==> config.mk <==
export PLATFORM = sky130hd
export DESIGN_NAME = sbus_tx
export DESIGN_NICKNAME = d
export VERILOG_FILES = /design/src/rtl/sbus_pkg.sv /design/src/rtl/sbus_uart_tx.sv /design/src/rtl/sbus_tx.sv
export SDC_FILE = /design/constraint.sdc
export NUM_CORES = 1
export LEC_CHECK = 0
export ABC_AREA = 1
export CELL_PAD_IN_SITES_DETAIL_PLACEMENT = 1
export CELL_PAD_IN_SITES_GLOBAL_PLACEMENT = 2
export CORE_MARGIN = 3
export CORE_UTILIZATION = 29
export DETAILED_ROUTE_END_ITERATION = 10
export PLACE_DENSITY = 0.87
export RECOVER_POWER = 50
export SLEW_MARGIN = 10
export SYNTH_ARGS = -nofsm -noshare
export SYNTH_HDL_FRONTEND = slang
export SYNTH_SLANG_ARGS = --single-unit
==> constraint.sdc <==
create_clock -name clk -period 3.7 [get_ports clk]
set_input_delay 0.74 -clock clk [delete_from_list [all_inputs] [get_ports clk]]
set_output_delay 0.74 -clock clk [all_outputs]
set_load 0.005 [all_outputs]
==> src/rtl/sbus_pkg.sv <==
// ============================================================================
// Module   : sbus_pkg
// Purpose  : Shared S.Bus frame constants, FSM state type and byte map helper.
// Revision : 1.0  initial release
// ============================================================================
`default_nettype none

package sbus_pkg;

    localparam logic [7:0] SBUS_HEADER      = 8'h0F;
    localparam logic [7:0] SBUS_FOOTER      = 8'h00;
    localparam int         SBUS_FRAME_BYTES = 25;
    localparam int         SBUS_CH_BITS     = 11;
    localparam int         SBUS_NUM_CH      = 16;
    localparam int         SBUS_DATA_BITS   = 8;
    localparam int         SBUS_STOP_BITS   = 2;
    localparam int         SBUS_CH_W        = SBUS_NUM_CH * SBUS_CH_BITS;

    typedef enum logic [1:0] {
        ST_IDLE = 2'd0,
        ST_SEND = 2'd1,
        ST_GAP  = 2'd2
    } sbus_state_e;

    // Byte k of the frame; channel bytes are the packed channel vector read LSB first.
    function automatic logic [7:0] sbus_frame_byte(
        input logic [4:0]           idx,
        input logic [SBUS_CH_W-1:0] ch,
        input logic [3:0]           fl
    );
        logic [SBUS_CH_W-1:0] sh;
        logic [7:0]           b;
        sh = ch >> {idx - 5'd1, 3'b000};
        if (idx == 5'd0) begin
            b = SBUS_HEADER;
        end else if (idx <= 5'd22) begin
            b = sh[7:0];
        end else if (idx == 5'd23) begin
            b = {4'b0000, fl};
        end else begin
            b = SBUS_FOOTER;
        end
        return b;
    endfunction

endpackage

`default_nettype wire

==> src/rtl/sbus_uart_tx.sv <==
// ============================================================================
// Module   : sbus_uart_tx
// Purpose  : 8E2 byte serialiser; takes the next byte on its last stop-bit cycle.
// Revision : 1.0  initial release
// ============================================================================
`default_nettype none

module sbus_uart_tx #(
    parameter int CYCLES_PER_BIT = 500
) (
    input  logic       clk,
    input  logic       reset,
    input  logic       byte_valid,
    output logic       byte_ready,
    input  logic [7:0] byte_data,
    output logic       txd
);

    localparam int              CW         = (CYCLES_PER_BIT > 1) ? $clog2(CYCLES_PER_BIT) : 1;
    localparam logic [CW-1:0]   c_CNT_MAX  = CW'(CYCLES_PER_BIT - 1);
    localparam logic [3:0]      c_LAST_BIT = 4'd11;

    logic          active_q, active_d;
    logic [3:0]    bit_q, bit_d;
    logic [CW-1:0] cnt_q, cnt_d;
    logic [11:0]   sh_q, sh_d;

    logic w_bit_end;
    logic w_last;
    logic w_load;

    assign w_bit_end  = active_q && (cnt_q == c_CNT_MAX);
    assign w_last     = w_bit_end && (bit_q == c_LAST_BIT);
    assign byte_ready = !active_q || w_last;
    assign w_load     = byte_valid && byte_ready;
    assign txd        = active_q ? sh_q[0] : 1'b1;

    // Shift register holds {stop, stop, parity, data[7:0], start}, sent LSB first.
    always_comb begin
        active_d = active_q;
        bit_d    = bit_q;
        cnt_d    = cnt_q;
        sh_d     = sh_q;
        if (w_load) begin
            active_d = 1'b1;
            bit_d    = 4'd0;
            cnt_d    = '0;
            sh_d     = {2'b11, ^byte_data, byte_data, 1'b0};
        end else if (active_q) begin
            if (w_bit_end) begin
                cnt_d = '0;
                sh_d  = {1'b1, sh_q[11:1]};
                if (w_last) begin
                    active_d = 1'b0;
                end else begin
                    bit_d = bit_q + 4'd1;
                end
            end else begin
                cnt_d = cnt_q + 1'b1;
            end
        end
    end

    always_ff @(posedge clk) begin
        if (reset) begin
            active_q <= 1'b0;
            bit_q    <= 4'd0;
            cnt_q    <= '0;
            sh_q     <= '1;
        end else begin
            active_q <= active_d;
            bit_q    <= bit_d;
            cnt_q    <= cnt_d;
            sh_q     <= sh_d;
        end
    end

endmodule

`default_nettype wire

==> src/rtl/sbus_tx.sv <==
// ============================================================================
// Module   : sbus_tx
// Purpose  : S.Bus frame encoder/transmitter (25-byte frame, 8E2, inter-frame gap).
//            Define SBUS_TX_INVERT_EN for native inverted S.Bus line polarity.
// Revision : 1.0  initial release
// ============================================================================
`default_nettype none

module sbus_tx
    import sbus_pkg::*;
#(
    parameter int CLK_HZ   = 50000000,
    parameter int BIT_RATE = 100000,
    parameter int GAP_BITS = 20
) (
    input  logic                 clk,
    input  logic                 reset,
    input  logic                 frame_valid,
    output logic                 frame_ready,
    input  logic [SBUS_CH_W-1:0] ch_data,
    input  logic [3:0]           flags,
    output logic                 busy,
    output logic                 frame_done,
    output logic                 sbus_txd
);

    localparam int            CYCLES_PER_BIT = CLK_HZ / BIT_RATE;
    localparam int            c_GAP_CYC      = GAP_BITS * CYCLES_PER_BIT;
    localparam int            GW             = (c_GAP_CYC > 1) ? $clog2(c_GAP_CYC) : 1;
    localparam logic [GW-1:0] c_GAP_LOAD     = GW'((c_GAP_CYC > 0) ? (c_GAP_CYC - 1) : 0);
    localparam logic [4:0]    c_END_IDX      = 5'(SBUS_FRAME_BYTES);

`ifdef SBUS_TX_INVERT_EN
    localparam logic c_LINE_XOR = 1'b1;
`else
    localparam logic c_LINE_XOR = 1'b0;
`endif

    sbus_state_e          state_q, state_d;
    logic [4:0]           byte_idx_q, byte_idx_d;
    logic [GW-1:0]        gap_cnt_q, gap_cnt_d;
    logic [SBUS_CH_W-1:0] ch_q;
    logic [3:0]           flags_q;
    logic                 ready_q;
    logic                 end_q;
    logic                 done_q;
    logic                 txd_q;

    logic       w_accept;
    logic       w_byte_valid;
    logic       w_byte_ready;
    logic [7:0] w_byte_data;
    logic       w_frame_end;
    logic       w_uart_txd;

    assign w_accept     = frame_valid && ready_q;
    assign w_byte_valid = (state_q == ST_SEND) && (byte_idx_q < c_END_IDX);
    assign w_byte_data  = sbus_frame_byte(byte_idx_q, ch_q, flags_q);
    // All bytes handed over; the serialiser raising ready marks the footer's final cycle.
    assign w_frame_end  = (state_q == ST_SEND) && (byte_idx_q == c_END_IDX) && w_byte_ready;

    sbus_uart_tx #(
        .CYCLES_PER_BIT (CYCLES_PER_BIT)
    ) u_uart (
        .clk        (clk),
        .reset      (reset),
        .byte_valid (w_byte_valid),
        .byte_ready (w_byte_ready),
        .byte_data  (w_byte_data),
        .txd        (w_uart_txd)
    );

    always_comb begin
        state_d    = state_q;
        byte_idx_d = byte_idx_q;
        gap_cnt_d  = gap_cnt_q;
        case (state_q)
            ST_IDLE: begin
                if (w_accept) begin
                    state_d    = ST_SEND;
                    byte_idx_d = 5'd0;
                end
            end
            ST_SEND: begin
                if (w_byte_valid && w_byte_ready) begin
                    byte_idx_d = byte_idx_q + 5'd1;
                end else if (w_frame_end) begin
                    if (GAP_BITS == 0) begin
                        state_d = ST_IDLE;
                    end else begin
                        state_d   = ST_GAP;
                        gap_cnt_d = c_GAP_LOAD;
                    end
                end
            end
            ST_GAP: begin
                if (gap_cnt_q == '0) begin
                    state_d = ST_IDLE;
                end else begin
                    gap_cnt_d = gap_cnt_q - 1'b1;
                end
            end
            default: state_d = ST_IDLE;
        endcase
    end

    // Line register adds one cycle, so frame_done is delayed two stages to align with the line.
    always_ff @(posedge clk) begin
        if (reset) begin
            state_q    <= ST_IDLE;
            byte_idx_q <= 5'd0;
            gap_cnt_q  <= '0;
            ch_q       <= '0;
            flags_q    <= 4'd0;
            ready_q    <= 1'b0;
            end_q      <= 1'b0;
            done_q     <= 1'b0;
            txd_q      <= ~c_LINE_XOR;
        end else begin
            state_q    <= state_d;
            byte_idx_q <= byte_idx_d;
            gap_cnt_q  <= gap_cnt_d;
            ready_q    <= (state_d == ST_IDLE);
            end_q      <= w_frame_end;
            done_q     <= end_q;
            txd_q      <= w_uart_txd ^ c_LINE_XOR;
            if (w_accept) begin
                ch_q    <= ch_data;
                flags_q <= flags;
            end
        end
    end

    assign frame_ready = ready_q;
    assign busy        = (state_q != ST_IDLE);
    assign frame_done  = done_q;
    assign sbus_txd    = txd_q;

endmodule

`default_nettype wire

==> impl_metrics.json <==
{
  "run_status": "finished clean",
  "required_ns": 4.06,
  "critPathLaunchType": "flip-flop",
  "grt_pass1_wl_mm": 56.65,
  "postCtsSetupBuffers": 0,
  "clk_latency_ns": 0.54,
  "drt_iter0_drc": 575,
  "die_y_microns": 196.7,
  "gp_congestion": 0.8429,
  "ios": 187,
  "place_inst": 2111,
  "cp-end-kind": "flip-flop",
  "cts_buffer_depth": 3,
  "max_freq_ghz": 0.3081,
  "syn_area_per_cell_sq_um": 6.808,
  "total_power_mw": 6.462,
  "synth_cell_types": 42,
  "num_vias": 10422,
  "fin_tns_setup_ns": 0,
  "cpMostUsedCell": "nand3_2",
  "hold_viol_final": 0,
  "post-route-period-util": 0.8773,
  "avgViaCountPerCell": 4.827,
  "fin_area_sq_um": 13580,
  "synth_top_flop_cell": "dfxtp_1",
  "synthCells": 1549,
  "cts_buffers": 26,
  "die-area_sq_um": 38690,
  "p_leak_nw": 5.357,
  "max_slew.worst_pin.slew_ns": 1.293,
  "synth_commonest_cells": "nor2_1 (299), nand2_1 (257), dfxtp_1 (229)",
  "grt_usage": 0.1788,
  "synth_edf_count": 0,
  "place_area_sq_um": 12730,
  "setup_violations": 0,
  "antenna_cells": 0,
  "cp_max_fo": 109,
  "antenna_left": 0,
  "cts_sinks": 229,
  "cts_resized": 0,
  "hold_path.class": "flip-flop to flip-flop",
  "post-route-min-period_ns": 3.246,
  "grt_pass1_vias": 10718,
  "rsz0062_at_grt": "no",
  "clock-root-buffer": "clkbuf_16",
  "powerDensity_nw_per_um2": 475.8,
  "grt_overflow": 0,
  "portBuffers": 186,
  "grt_max_degree": 169,
  "synth_top_area_cell": "dfxtp_1",
  "relSlewSlack": 0.1378,
  "coreArea_sq_um": 35740,
  "final_nets": 1868,
  "antenna_found_initial": 0,
  "dp_hpwl_mm": 25.50,
  "peakVddDrop_uv": 311.0,
  "critPathTopFamily": "simple AND/OR/NAND/NOR gates",
  "synth_area_sq_um": 10550,
  "synth-seq-area-share": 0.4347,
  "die_x_microns": 196.7,
  "start_util": 0.2950,
  "async_reset_ff_frac": 0,
  "htree_levels": 1,
  "cap_violations": 0,
  "synth_nets": 1739,
  "final_cells": 2159,
  "layout-area-overhead-vs-synth_pct": 28.77,
  "fin_util": 0.3799,
  "dr.pass1.iters": 5,
  "routed_wl_mm": 35.27,
  "critPathBufInv": 1,
  "worstSetupPathType": "flip-flop to flip-flop",
  "slowest_delay_ns": 0.83,
  "synth_top_cells_by_area": "dfxtp_1 (43%), o21ai_0 (11%), nor2_1 (11%)",
  "cts_tree": "done",
  "synth-seq-cells": 229,
  "slew_viol_final": 0,
  "yosys.cell_count.top_type": "nor2_1",
  "fin_worst_skew_ns": 0.02250,
  "cp_cell_sequence": "buf_4, ha_1, nand4_1, nor2_1, nand3_2, nand2_1, nand3_2, nor2_2, nand3_1, xor2_1, a21oi_1",
  "hold_buffers": 0,
  "clkTransAtPathRegs_ns": 0.06,
  "drc": 0,
  "wire_per_inst_microns": 16.33,
  "fp-row-count": 69,
  "yosysTopAreaCellShare": 0.4347,
  "yosysWarnings": 0,
  "worstPathArrival_ns": 3.60,
  "drive_gt1_frac": 0.04947,
  "timing.critical_path.slowest_stage_cell": "buf_4"
}
## final timing paths
kind	start	end	slack [ns]	depth (start not counted)
setup / recovery	byte_idx_q[0]$_SDFFE_PP0P_	gap_cnt_q[9]$_SDFFE_PP0P_	0.45	11
hold / removal	end_q$_SDFF_PP0_	frame_done$_SDFF_PP0_	0.45	2
setup reg to reg	byte_idx_q[0]$_SDFFE_PP0P_	gap_cnt_q[9]$_SDFFE_PP0P_	0.45	11
hold reg to reg	end_q$_SDFF_PP0_	frame_done$_SDFF_PP0_	0.45	2
## area by class of cell
| cell class | count | area (sq um) |
|---|---|---|
| inverters | 120 | 456.7 |
| clock buffers | 39 | 779.5 |
| multi-input cells | 1100 | 5081 |
| clock inverters | 9 | 106.4 |
| repair buffers | 201 | 1991 |
| well taps | 461 | 576.8 |
| flip-flops and latches | 229 | 4588 |
| fillers | 4505 | 22160 |
## stage by stage
step           hold slack, ns  setup slack (ns)
6_report               0.4451            0.4538
3_3_place_gp           0.4346            0.6989
4_1_cts                0.4507            0.4886
5_1_grt                0.4627            0.1375
3_5_place_dp           0.4399            0.5818
2_1_floorplan          0.3883             1.093
## flip-flops by register name, summed over array words and instances (netlist names), 2 cells and up
signal	count
u_uart.cnt_q	9
ch_q	176
u_uart.sh_q	10
flags_q	4
gap_cnt_q	14
u_uart.bit_q	4
state_q	2
byte_idx_q	5
## where the power goes
| part | internal, mW | total (mW) | switching [mW] |
|---|---|---|---|
| sequential | 2.63 | 2.71 | 0.0750 |
| clock | 1.59 | 2.65 | 1.06 |
| combinational | 0.448 | 1.10 | 0.652 |
## worst reg2reg max path, cell delays in order, from the launching register on
cell	delay [ns]
dfxtp_4	0.36
buf_4	0.83
ha_1	0.31
nand4_1	0.13
nor2_1	0.15
nand3_2	0.22
nand2_1	0.40
nand3_2	0.16
nor2_2	0.16
nand3_1	0.10
xor2_1	0.16
a21oi_1	0.08
## metal layers
metal / routed length (microns) / vias to the layer above / GRT usage
met5: 0 / - / 0
met4: 586 / 0 / 0.03617
met3: 1574 / 35 / 0.02325
met2: 16030 / 195 / 0.2969
met1: 17080 / 4907 / 0.2511
li1: - / 5285 / -
## cell families after synthesis
logic type / count (synthesis) / share of synthesized area
simple gates: 724 / 0.2846
compound gates: 355 / 0.1742
buf+inv: 220 / 0.08436
flops: 229 / 0.4347
fa+ha+maj: 7 / 0.008305
xor+xnor: 14 / 0.01376
## layout by cell type, fill, tap and decap left out, drive strengths merged
cell,instances
a211oi,1
a21boi,2
a21oi,103
a221o,1
a221oi,1
a31oi,6
and3,3
buf,12
bufinv,2
clkbuf,42
clkdlybuf4s50,185
clkinv,7
clkinvlp,1
dfxtp,229
dlygate4sd3,1
ha,7
inv,119
nand2,259
nand3,135
nand4,6
nor2,302
nor3,13
nor4,4
o211ai,8
o21a,1
o21ai,231
o221ai,1
or2,1
or3,1
xnor2,5
xor2,9
No activity file was read; power rests on OpenSTA's default activity.
